[src/rtl/ippcrc_pkg.sv]
// Shared constants and types for the streaming CRC-32 engine.
// Reflected Ethernet CRC-32: init and final XOR are all ones.
package ippcrc_pkg;

   localparam logic [31:0] CRC32_POLY      = 32'h04C11DB7;
   localparam logic [31:0] CRC32_POLY_REFL = 32'hEDB88320;
   localparam logic [31:0] CRC32_INIT      = 32'hFFFFFFFF;
   localparam logic [31:0] CRC32_RESIDUE   = 32'hDEBB20E3;

   typedef enum logic [1:0] {
      IDLE,
      BUSY,
      DONE
   } state_t;

   // One byte, LSB first, through the reflected register.
   function automatic logic [31:0] crc32_step(
      input logic [31:0] crc,
      input logic [7:0]  dat
   );
      logic [31:0] c;
      c = crc ^ {24'h0, dat};
      for (int b = 0; b < 8; b++) begin
         c = c[0] ? ((c >> 1) ^ CRC32_POLY_REFL) : (c >> 1);
      end
      return c;
   endfunction

endpackage

[src/rtl/ippcrc_crc32_byte.sv]
// Combinational single-byte CRC-32 step (reflected form).
// Chained once per byte lane by the stream engine.
module ippcrc_crc32_byte
   import ippcrc_pkg::*;
(
   input  logic [31:0] crc,
   input  logic [7:0]  dat,
   output logic [31:0] crc_nxt
);

   assign crc_nxt = crc32_step(crc, dat);

endmodule

[src/rtl/ippcrc_crc32_stream.sv]
// Pipelined CRC-32 over a valid/ready packet stream, one result per packet.
// Define IPPCRC_STREAM_CHECK_EN to enable the crc_ok residue comparator.
module ippcrc_crc32_stream
   import ippcrc_pkg::*;
#(
   parameter int DW  = 64,
   parameter int NBW = (DW > 8) ? $clog2(DW / 8) : 1
)
(
   input  logic           clk,
   input  logic           rst,
   input  logic           in_vld,
   output logic           in_rdy,
   input  logic           in_sop,
   input  logic           in_eop,
   input  logic [NBW-1:0] in_nbyte,
   input  logic [DW-1:0]  in_dat,
   output logic           crc_vld,
   input  logic           crc_rdy,
   output logic [31:0]    crc_val,
   output logic           crc_ok,
   output logic           sop_err
);

   localparam int NB = DW / 8;

   state_t      state_q;
   state_t      state_d;
   logic [31:0] crc_q;
   logic [31:0] val_q;
   logic        err_q;
   logic [31:0] seed;
   logic [31:0] tap [NB+1];
   logic [31:0] fold;
   logic        acc;
   logic        load;
   logic        fin;
   logic        err_set;
   logic        err_clr;

   assign crc_vld = (state_q == DONE);
   assign in_rdy  = ~crc_vld | crc_rdy;
   assign acc     = in_vld & in_rdy;
   assign crc_val = val_q;
   assign sop_err = err_q;

   // A sop beat always starts from a fresh register, even mid-packet.
   assign seed   = in_sop ? CRC32_INIT : crc_q;
   assign tap[0] = seed;

   generate
      for (genvar g = 0; g < NB; g++) begin : g_byte
         ippcrc_crc32_byte u_byte (
            .crc     (tap[g]),
            .dat     (in_dat[DW-1-8*g -: 8]),
            .crc_nxt (tap[g+1])
         );
      end
   endgenerate

   // Tap after k bytes on a short eop beat; nbyte 0 means a full beat.
   always_comb begin
      fold = tap[NB];
      if (in_eop) begin
         for (int i = 1; i < NB; i++) begin
            if (in_nbyte == NBW'(i)) begin
               fold = tap[i];
            end
         end
      end
   end

   always_comb begin
      state_d = state_q;
      load    = 1'b0;
      fin     = 1'b0;
      err_set = 1'b0;
      err_clr = 1'b0;
      unique case (state_q)
         IDLE, DONE: begin
            if (state_q == DONE && crc_rdy) begin
               state_d = IDLE;
            end
            if (acc) begin
               if (in_sop) begin
                  load    = 1'b1;
                  fin     = in_eop;
                  err_clr = 1'b1;
                  state_d = in_eop ? DONE : BUSY;
               end else begin
                  err_set = 1'b1;
               end
            end
         end
         BUSY: begin
            if (acc) begin
               load    = 1'b1;
               fin     = in_eop;
               err_clr = in_sop;
               if (in_eop) begin
                  state_d = DONE;
               end
            end
         end
         default: state_d = IDLE;
      endcase
   end

   always_ff @(posedge clk or posedge rst) begin
      if (rst) begin
         state_q <= IDLE;
         crc_q   <= CRC32_INIT;
         val_q   <= '0;
         err_q   <= 1'b0;
      end else begin
         state_q <= state_d;
         if (load) begin
            crc_q <= fold;
         end
         if (fin) begin
            val_q <= ~fold;
         end
         if (err_set) begin
            err_q <= 1'b1;
         end else if (err_clr) begin
            err_q <= 1'b0;
         end
      end
   end

`ifdef IPPCRC_STREAM_CHECK_EN
   logic ok_q;

   always_ff @(posedge clk or posedge rst) begin
      if (rst) begin
         ok_q <= 1'b0;
      end else if (fin) begin
         ok_q <= (fold == CRC32_RESIDUE);
      end
   end

   assign crc_ok = ok_q;
`else
   assign crc_ok = 1'b0;
`endif

endmodule

[config.mk]
export PLATFORM = sky130hd
export DESIGN_NAME = ippcrc_crc32_stream
export DESIGN_NICKNAME = d
export VERILOG_FILES = /design/src/rtl/ippcrc_pkg.sv /design/src/rtl/ippcrc_crc32_byte.sv /design/src/rtl/ippcrc_crc32_stream.sv
export SDC_FILE = /design/constraint.sdc
export NUM_CORES = 1
export LEC_CHECK = 0
export CORE_ASPECT_RATIO = 0.7
export CORE_MARGIN = 3
export CORE_UTILIZATION = 50
export CTS_BUF_LIST = sky130_fd_sc_hd__clkbuf_4
export DETAILED_ROUTE_END_ITERATION = 6
export GPL_TIMING_DRIVEN = 0
export PLACE_DENSITY = 0.7
export SYNTH_ARGS = -nofsm -noshare
export SYNTH_HDL_FRONTEND = slang
export SYNTH_SLANG_ARGS = --single-unit
[constraint.sdc]
create_clock -name clk -period 22 [get_ports clk]
set_clock_uncertainty 0.05 [all_clocks]
set_input_delay 2.2 -clock clk [delete_from_list [all_inputs] [get_ports clk]]
set_output_delay 2.2 -clock clk [all_outputs]
set_load 0.01 [all_outputs]
# --- Word-level counts from Yosys, hierarchy flattened ---
# Index checks and enable logic that the tools add are counted.
# Widths: inputs -> output; s select.
totals:
  out_inout_bits: 36
  in_bits: 73
  elab_cells: 191
  reg_bits: 67
op_classes:
  reduce_logical: 5
  n_bitwise: 76
  n_mux: 95
  eq_ne: 11
ops:
  columns: ["cell", "count"]
  rows:
  - ["$mux 32", 73]
  - ["$not 13->14", 64]
  - ["$xor 32x8->32", 8]
  - ["$not 32->32", 1]
  - ["$eq 3x3->1 const B", 4]
  - ["$mux 1", 12]
  - ["$mux 2", 6]
  - ["$eq 3x2->1 const B", 2]
  - ["$pmux 1 s2", 3]
  - ["$ne 2x2->1 const B", 2]
  - ["$pmux 2 s2", 1]
  - ["$eq 3x1->1 const B", 1]
  - ["$eq 2x1->1 const B", 1]
  - ["$eq 2x2->1 const B", 1]
  - ["$logic_not 2->1", 1]
  - ["$reduce_and 2->1", 1]
  - ["$reduce_bool 2->1", 1]
  - ["$reduce_or 2->1", 1]
  - ["$and 1x1->1", 1]
  - ["$logic_and 1x1->1", 1]
  - ["$not 1->1", 1]
  - ["$or 1x1->1", 1]

# --- Logic depth before layout (Yosys ltp) ---
# Gate-level depths: netlist of the first run.
depth:
  word_depth: 146
  ltp_mapped: 25
  depth_no_buf: 19

# --- By module ---
# From an unflattened synthesis of the first run, not the netlist that was laid out.
unflattened:
  cells_unflattened: 1185
  area_unflattened_um2: 13187.6
by_module_without_submodules:
  columns: ["module", "instances", "area_each_um2", "cells_each", "seq_area_each_um2"]
  rows:
  - ["ippcrc_crc32_byte", 8, 943.4, 63, 0.0]
  - ["ippcrc_crc32_stream", 1, 5640.4, 681, 1716.6]

# --- Worst setup path after synthesis of the first run ---
# OpenSTA, ideal clock, no wires.
synth_path:
  path_kind: "input port to flip-flop"
  start: "input in_sop"
  end: "register crc_q[7]"
  t_required_ps: 21862
  setup_ps: 88
  arrival_time_ps: 8759
  path_buffers: 1
  stages: 20
  path_slack_ps: 13103
  path_cell_list: "buf_4 -> nor2_4 -> xnor2_1 -> xnor3_2 -> xnor3_2 -> xnor2_4 -> xnor3_2 -> xnor3_1 -> xor3_2 -> xor3_2 -> xnor2_4 -> xnor3_1 -> xor2_2 -> xnor3_2 -> xor2_2 -> xnor3_1 -> o41ai_1 -> o221ai_1 -> mux2i_1 -> o21ai_1"
synth_via:
  elab_chain_len: 107
  elab_cells_between_ends: 143
  cone_classes: "mux: 76; bitwise: 67"
synth_rtl:
  columns: ["element", "line", "source"]
  rows:
  - ["start, declared", "ippcrc_crc32_stream.sv:14", "input logic in_sop,"]
  - ["$mux 32", "ippcrc_crc32_stream.sv:48", "assign seed = in_sop ? CRC32_INIT : crc_q;"]
  - ["$xor 32x8->32", "ippcrc_pkg.sv:22", "c = crc ^ {24'h0, dat};"]
  - ["$mux 32", "ippcrc_pkg.sv:24", "c = c[0] ? ((c >> 1) ^ CRC32_POLY_REFL) : (c >> 1);"]
  - ["$not 13->14 (no line)", null, null]
  - ["$mux 32 (7 in a row)", "ippcrc_pkg.sv:24", null]
  - ["$xor 32x8->32", "ippcrc_pkg.sv:22", null]
  - ["$not 13->14 (no line)", null, null]
  - ["$mux 32", "ippcrc_pkg.sv:24", null]
  - ["[... 74 more ...]", null, null]
  - ["$xor 32x8->32", "ippcrc_pkg.sv:22", null]
  - ["$mux 32 (5 in a row)", "ippcrc_pkg.sv:24", null]
  - ["$not 13->14 (no line)", null, null]
  - ["$mux 32", "ippcrc_pkg.sv:24", null]
  - ["$not 13->14 (no line)", null, null]
  - ["$mux 32 (2 in a row)", "ippcrc_pkg.sv:24", null]
  - ["$mux 32 (7 in a row)", "ippcrc_crc32_stream.sv:66", "if (in_nbyte == NBW'(i)) begin"]
  - ["$mux 32", "ippcrc_crc32_stream.sv:64", "if (in_eop) begin"]
  - ["end signal, assigned", "ippcrc_crc32_stream.sv:118", "crc_q <= fold;"]
  - ["end, declared", "ippcrc_crc32_stream.sv:29", "logic [31:0] crc_q;"]
# Several ways; a longest one is shown, not always the timed one.
# A chain may end at the register's enable or synchronous reset.

# --- Worst setup path in the final report of the first run ---
layout_path:
  start: "input in_dat[62]"
  end: "register crc_q[4]"
layout_via:
  elab_chain_len: 105
  elab_cells_between_ends: 133
  cone_classes: "mux: 72; bitwise: 61"
layout_rtl:
  columns: ["element", "line", "source"]
  rows:
  - ["start, declared", "ippcrc_crc32_stream.sv:17", "input logic [DW-1:0] in_dat,"]
  - ["$xor 32x8->32 (*)", "ippcrc_pkg.sv:22", null]
  - ["$not 13->14 (no line)", null, null]
  - ["$mux 32 (*) (7 in a row)", "ippcrc_pkg.sv:24", null]
  - ["$not 13->14 (no line) / $mux 32 (equally long branches)", null, null]
  - ["$mux 32 (*)", "ippcrc_pkg.sv:24", null]
  - ["$xor 32x8->32 / $not 13->14 (equally long branches)", null, null]
  - ["$mux 32 / $not 13->14 (equally long branches)", null, null]
  - ["$not 13->14 (no line) / $mux 32 (equally long branches)", null, null]
  - ["[... 74 more ...]", null, null]
  - ["$not 13->14 (no line)", null, null]
  - ["$mux 32", "ippcrc_pkg.sv:24", null]
  - ["$not 13->14 (no line)", null, null]
  - ["$mux 32 (3 in a row)", "ippcrc_pkg.sv:24", null]
  - ["$not 13->14 (no line)", null, null]
  - ["$mux 32 (2 in a row)", "ippcrc_pkg.sv:24", null]
  - ["$mux 32 (7 in a row)", "ippcrc_crc32_stream.sv:66", null]
  - ["$mux 32 (*)", "ippcrc_crc32_stream.sv:64", null]
# Every way passes the cells marked *; elsewhere a longest branch is shown, timed or not.

==> metrics.csv, run 1 <==
stage;metric;value;unit
run;maxCapViolCount;0;
drt;wirelength;68200;um
cts;clockBufferDepth;2;
timing;maxSlewViolCount;0;
timing;fin_tns_setup;0;ns
critical_path;reg2reg_to;crc_q[4]$_DFFE_PP1P_;
timing;final.period_utilization;0.513;
synthesis;ys_top_cells_by_area;xnor2_1, xnor3_1, xor2_1;
die;start_util;0.515;
synthesis;synth_edf_count;0;
critical_path;critical_path_class;in -> reg;
layout;area_growth;11.1;%
layout;most-common-layout-cells;xnor2_1, xnor3_1, xor2_1;
place;portBuffers;100;
cts;post_cts_buffers;0;
cts;cts_tree;built;
drt;wl_per_cell;33.5;um
timing;grt_setup_unrepaired;false;
grt;antenna_found_initial;5;
timing;layout_min_cycle_time;11.28;ns
critical_path;cp_slowest_cell;xnor2_1;
timing;setup_viol;0;
worst_hold_path;min_from;crc_q[27]$_DFFE_PP1P_;
cts;htreeDepth;3;
critical_path;crit_chain;clkdlybuf4s50_1 > xor2_2 > xor2_2 > xnor2_1 > xnor3_1 > xnor2_1 > xnor3_2 > xnor2_4 > xnor2_2 > xnor2_1 > xnor3_1 > xor2_1 > xnor3_2 > xor2_4 > xnor2_2 > xnor2_1 > a41oi_1 > o221ai_1 > o311ai_0;
critical_path;regToRegSetupSlack;12.19;ns
worst_hold_path;hold-path-cell-count;2;
die;num_rows;52;
drt;vias;12900;
critical_path;worstPathArrival;11.56;ns
critical_path;slowest_delay;0.82;ns
timing;fmax;88.7;MHz
critical_path;r2r_start;crc_q[3]$_DFFE_PP1P_;
cts;numCtsBuffers;9;
die;die-width;214;um
grt;grt_start_max_net_pins;36;
timing;finalHoldViolCount;0;
timing;worstMarginPinSlew;1.29;ns
layout;layout_commonest_cell;xnor2_1;
layout;nets;1697;
synthesis;syn_area;15100;um^2
place;routabilityCongestion;1.05;
synthesis;synth.distinct_cells;72;
drt;dr.pass1.iters;6;
die;core;29300;um^2
worst_hold_path;min_path_type;reg -> reg;
die;io_pins;109;
synthesis;synth_area_per_cell;10.0;um^2
grt;grt_pass1_wl;93800;um
outcome;outcome;completed;
cts;cts_resized;0;
layout;drive_above_1_share;0.109;
timing;slew_headroom;0.135;
worst_hold_path;hold_end;crc_q[27]$_DFFE_PP1P_;
grt;grt_usage;0.418;
cts;cts_hold_buf;0;
synthesis;ys_ff_latch;67;
synthesis;syn_nets;1585;
critical_path;worst_ep_required_time;22.28;ns
synthesis;ys.warnings.count;0;
drt;viasPerCell;6.35;
cts;cts.clk_slew.worst_paths;0.13;ns
place;dp_hpwl;56400;um
synthesis;syn_inst;1512;
critical_path;critPathMostFrequentCell;xnor2_1;
grt;overflow;0;
die;dieArea;32400;um^2
synthesis;synth_top_area_cell;xnor2_1;
die;die_h;151;um
synthesis;yosysTopAreaCellShare;0.240;
drt;final_antenna_net_count;0;
synthesis;synth_ff_type;dfrtp_1;
drt;drcViolationCount;0;
grt;grt_pass1_vias;12400;
synthesis;synth_async_sr_flop_share;1.00;
critical_path;start_kind;input pin;
synthesis;ys_seq_area_frac;0.114;
critical_path;critPathCaptureType;register;
critical_path;critPathMaxFanout;8;
cts;clk_latency;0.45;ns
cts;cts_root_buf;clkbuf_4;
drt;drtIter0Drc;1702;
critical_path;ff2ff_path_depth;21;
cts;cts_sinks;67;
## cell type report
cell class | count | area, um^2
inverter | 9 | 33.8
clock inverter | 6 | 66.3
timing repair buffer | 101 | 1020
tap | 405 | 507
multi-input combinational | 1350 | 13000
antenna | 1 | 2.50
fill | 2643 | 12600
buffer | 86 | 389
sequential | 67 | 1720
clock buffer | 10 | 75.1
## cell usage after synthesis, drive strengths merged (9+ instances only)
library cell,number
xnor2,454
buf,25
dfstp,32
xor3,23
xor2,140
nor2,124
nor3,18
xnor3,147
a211oi,11
o211ai,9
a221oi,13
nand3,9
nand2,91
o21ai,94
a31oi,9
a21oi,77
clkbuf,61
dfrtp,35
a21o,16
o22ai,12
## metrics by stage
| step | std cells | setup WS [ns] | cell area, um^2 | hold WS [ns] | utilization |
|---|---|---|---|---|---|
| 4_1_cts | 2034 | 11.18 | 16800 | 0.425 | 0.572 |
| 6_report | 2035 | 10.72 | 16800 | 0.425 | 0.572 |
| 5_1_grt | 2034 | 10.71 | 16800 | 0.450 | 0.572 |
| 3_3_place_gp | 2017 | 10.80 | 16600 | 0.404 | 0.566 |
| 2_1_floorplan | 1512 | 13.10 | 15100 | 0.392 | - |
| 3_5_place_dp | 2018 | 10.72 | 16600 | 0.407 | 0.567 |
## worst max-delay path by stage
stage                     startpoint              endpoint  slack, ns
after detailed placement  in_dat[62]  crc_q[4]$_DFFE_PP1P_      10.72
after global placement    in_dat[63]  crc_q[4]$_DFFE_PP1P_      10.80
after CTS                 in_dat[62]  crc_q[4]$_DFFE_PP1P_      11.18
after floorplan               in_sop  crc_q[7]$_DFFE_PP1P_      13.10
final                     in_dat[62]  crc_q[4]$_DFFE_PP1P_      10.72
after global routing      in_dat[63]  crc_q[4]$_DFFE_PP1P_      10.71
## layer usage
layer  GRT usage  routed length, um  vias up
li1            -                  -     5403
met1       0.617              29100     6420
met2       0.577              26900      964
met3       0.155              10300      131
met4      0.0977               1840        6
met5           0                 38        -
## logic make-up after synthesis
family	after synthesis	share of synthesized area
xor+xnor	764	0.644
simple gates	260	0.0712
flops	67	0.114
buf+inv	95	0.0280
mux	16	0.0127
compound gates	309	0.130
other cells	1	0.000248
## critical path: cells and delay by family
| family | cells | cell delay, ns |
|---|---|---|
| XOR/XNOR | 15 | 7.26 |
| AO/OA/AOI/OAI | 3 | 1.39 |
| buffers and inverters | 1 | 0.65 |
## registers in the layout (all words and copies together) (netlist names)
name	flops
crc_q	32
crc_val	32
state_q	2
sop_err	1
Power of run 1 is left out: the tool's default activity adds up to more than one toggle a clock period on the data nets, which glitch-free logic cannot reach.
==> run 2, diff against run 1 <==
PLACE_DENSITY = 0.72   (was 0.7)
clock period = 10.36 ns   (was 22 ns; I/O delays follow)
==> metrics.csv, run 2 (synthesis results as in run 1) <==
stage;metric;value;unit
outcome;outcome;finished, violations left;
outcome;violations;DRC;
place;place_ws;0.0818;ns
layout;seq_area;1720;um^2
die;start_util;0.515;
timing;maxSlewViolCount;0;
layout;fill_cells;2669;
place;dp_hpwl;55500;um
critical_path;worstPathArrival;10.46;ns
layout;most-common-layout-cells;xnor2_1, xnor3_1, xor2_1;
critical_path;critPathMaxFanout;10;
worst_hold_path;min_from;crc_q[27]$_DFFE_PP1P_;
cts;cts_sinks;67;
timing;layout_min_cycle_time;10.17;ns
grt;grt_pass1_wl;92800;um
timing;final.period_utilization;0.982;
cts;clockBufferDepth;2;
cts;cts.clk_slew.worst_paths;0.12;ns
timing;hold_slack;0.422;ns
layout;layout_commonest_cell;xnor2_1;
critical_path;critical_path_class;in -> reg;
run;maxCapViolCount;0;
die;num_rows;52;
layout;drive_above_1_share;0.108;
timing;worstMarginPinSlew;1.41;ns
timing;slew_headroom;0.0513;
grt;grt_usage;0.413;
timing;grt_setup_unrepaired;false;
critical_path;r2r_start;crc_q[3]$_DFFE_PP1P_;
drt;vias;12800;
cts;clk_latency;0.46;ns
critical_path;startpoint;in_dat[63];
critical_path;worst_ep_required_time;10.65;ns
cts;cts_root_buf;clkbuf_4;
die;die_h;151;um
cts;htreeDepth;3;
place;routabilityCongestion;1.06;
timing;finalHoldViolCount;0;
worst_hold_path;min_path_type;reg -> reg;
die;io_pins;109;
grt;grt_pass1_vias;12300;
cts;numCtsBuffers;9;
grt;antenna_found_initial;4;
place;portBuffers;100;
cts;cts_tree;built;
die;die-width;214;um
critical_path;start_kind;input pin;
layout;multiInputGateArea;13000;um^2
timing;fmax;98.3;MHz
drt;wl_per_cell;32.9;um
die;dieArea;32400;um^2
drt;viasPerCell;6.29;
drt;final_antenna_net_count;0;
critical_path;critPathCaptureType;register;
drt;drcViolationCount;11;
grt;grt_start_max_net_pins;42;
die;core;29300;um^2
timing;fin_ws;0.186;ns
cts;post_cts_buffers;0;
drt;drtIter0Drc;2178;
layout;postLayoutCoreUtil;0.574;
drt;wirelength;67000;um
timing;setup_viol;0;
layout;area_growth;11.4;%
grt;overflow;0;
layout;nets;1697;
drt;dr.pass1.iters;7;
cts;cts_hold_buf;0;
cts;cts_resized;0;
timing;fin_tns_setup;0;ns
## run 2: cell count changes in the layout (fill, tap and decap cells not counted), sizes merged
cell | before | now
diode | 1 | 2
clkbuf | 71 | 70
clkinv | 6 | 5
bufinv | 1 | 3
## run 2: critical path: stages
cell and delay [ns]:
clkdlybuf4s50_1 0.62, xnor2_2 0.46, xor2_2 0.57, xnor3_2 0.59, xnor2_1 0.70, xnor3_1 0.63, xnor2_2 0.22, xnor2_4 0.50
xor3_2 0.64, xnor2_4 0.37, xnor3_1 0.44, xor2_2 0.47, xnor3_2 0.65, xor2_2 0.45, xnor2_2 0.14, xnor2_1 0.59
a41oi_1 0.36, o221ai_1 0.73, o311ai_0 0.26
## run 2: layer usage
metal  GRT usage  share of wire  routed length, um  vias to the layer above
met4      0.0881          0.026               1740                        2
met5           0        0.00010                  7                        -
met1       0.618           0.43              28800                     6324
li1            -              -                  -                     5399
met2       0.574           0.40              26500                      977
met3       0.139           0.15               9970                      107
## run 2: layout make-up
cell class | instances | share of cell area
Tap cell | 405 | 0.0301
Clock inverter | 7 | 0.00691
Buffer | 86 | 0.0231
Antenna cell | 2 | 0.000297
Inverter | 9 | 0.00201
Multi-Input combinational cell | 1350 | 0.771
Sequential cell | 67 | 0.102
Clock buffer | 9 | 0.00401
Timing Repair Buffer | 101 | 0.0607
## run 2: metrics by stage
step / instances / cell area [um^2]
2_1_floorplan: 1512 / 15100
3_3_place_gp: 2017 / 16600
3_5_place_dp: 2018 / 16600
4_1_cts: 2034 / 16800
5_1_grt: 2035 / 16800
6_report: 2036 / 16800
## run 2: final timing paths
kind	depth (start not counted)	end	slack, ns
min	2	crc_q[27]$_DFFE_PP1P_	0.42
max in group asynchronous	3	crc_q[30]$_DFFE_PP1P_	8.65
max	19	crc_q[4]$_DFFE_PP1P_	0.19
min in group asynchronous	2	crc_val[3]$_DFFE_PP0P_	0.91
max reg2reg	21	crc_q[4]$_DFFE_PP1P_	0.57
min reg2reg	2	crc_q[27]$_DFFE_PP1P_	0.42
Power of run 2 is left out for the same reason.
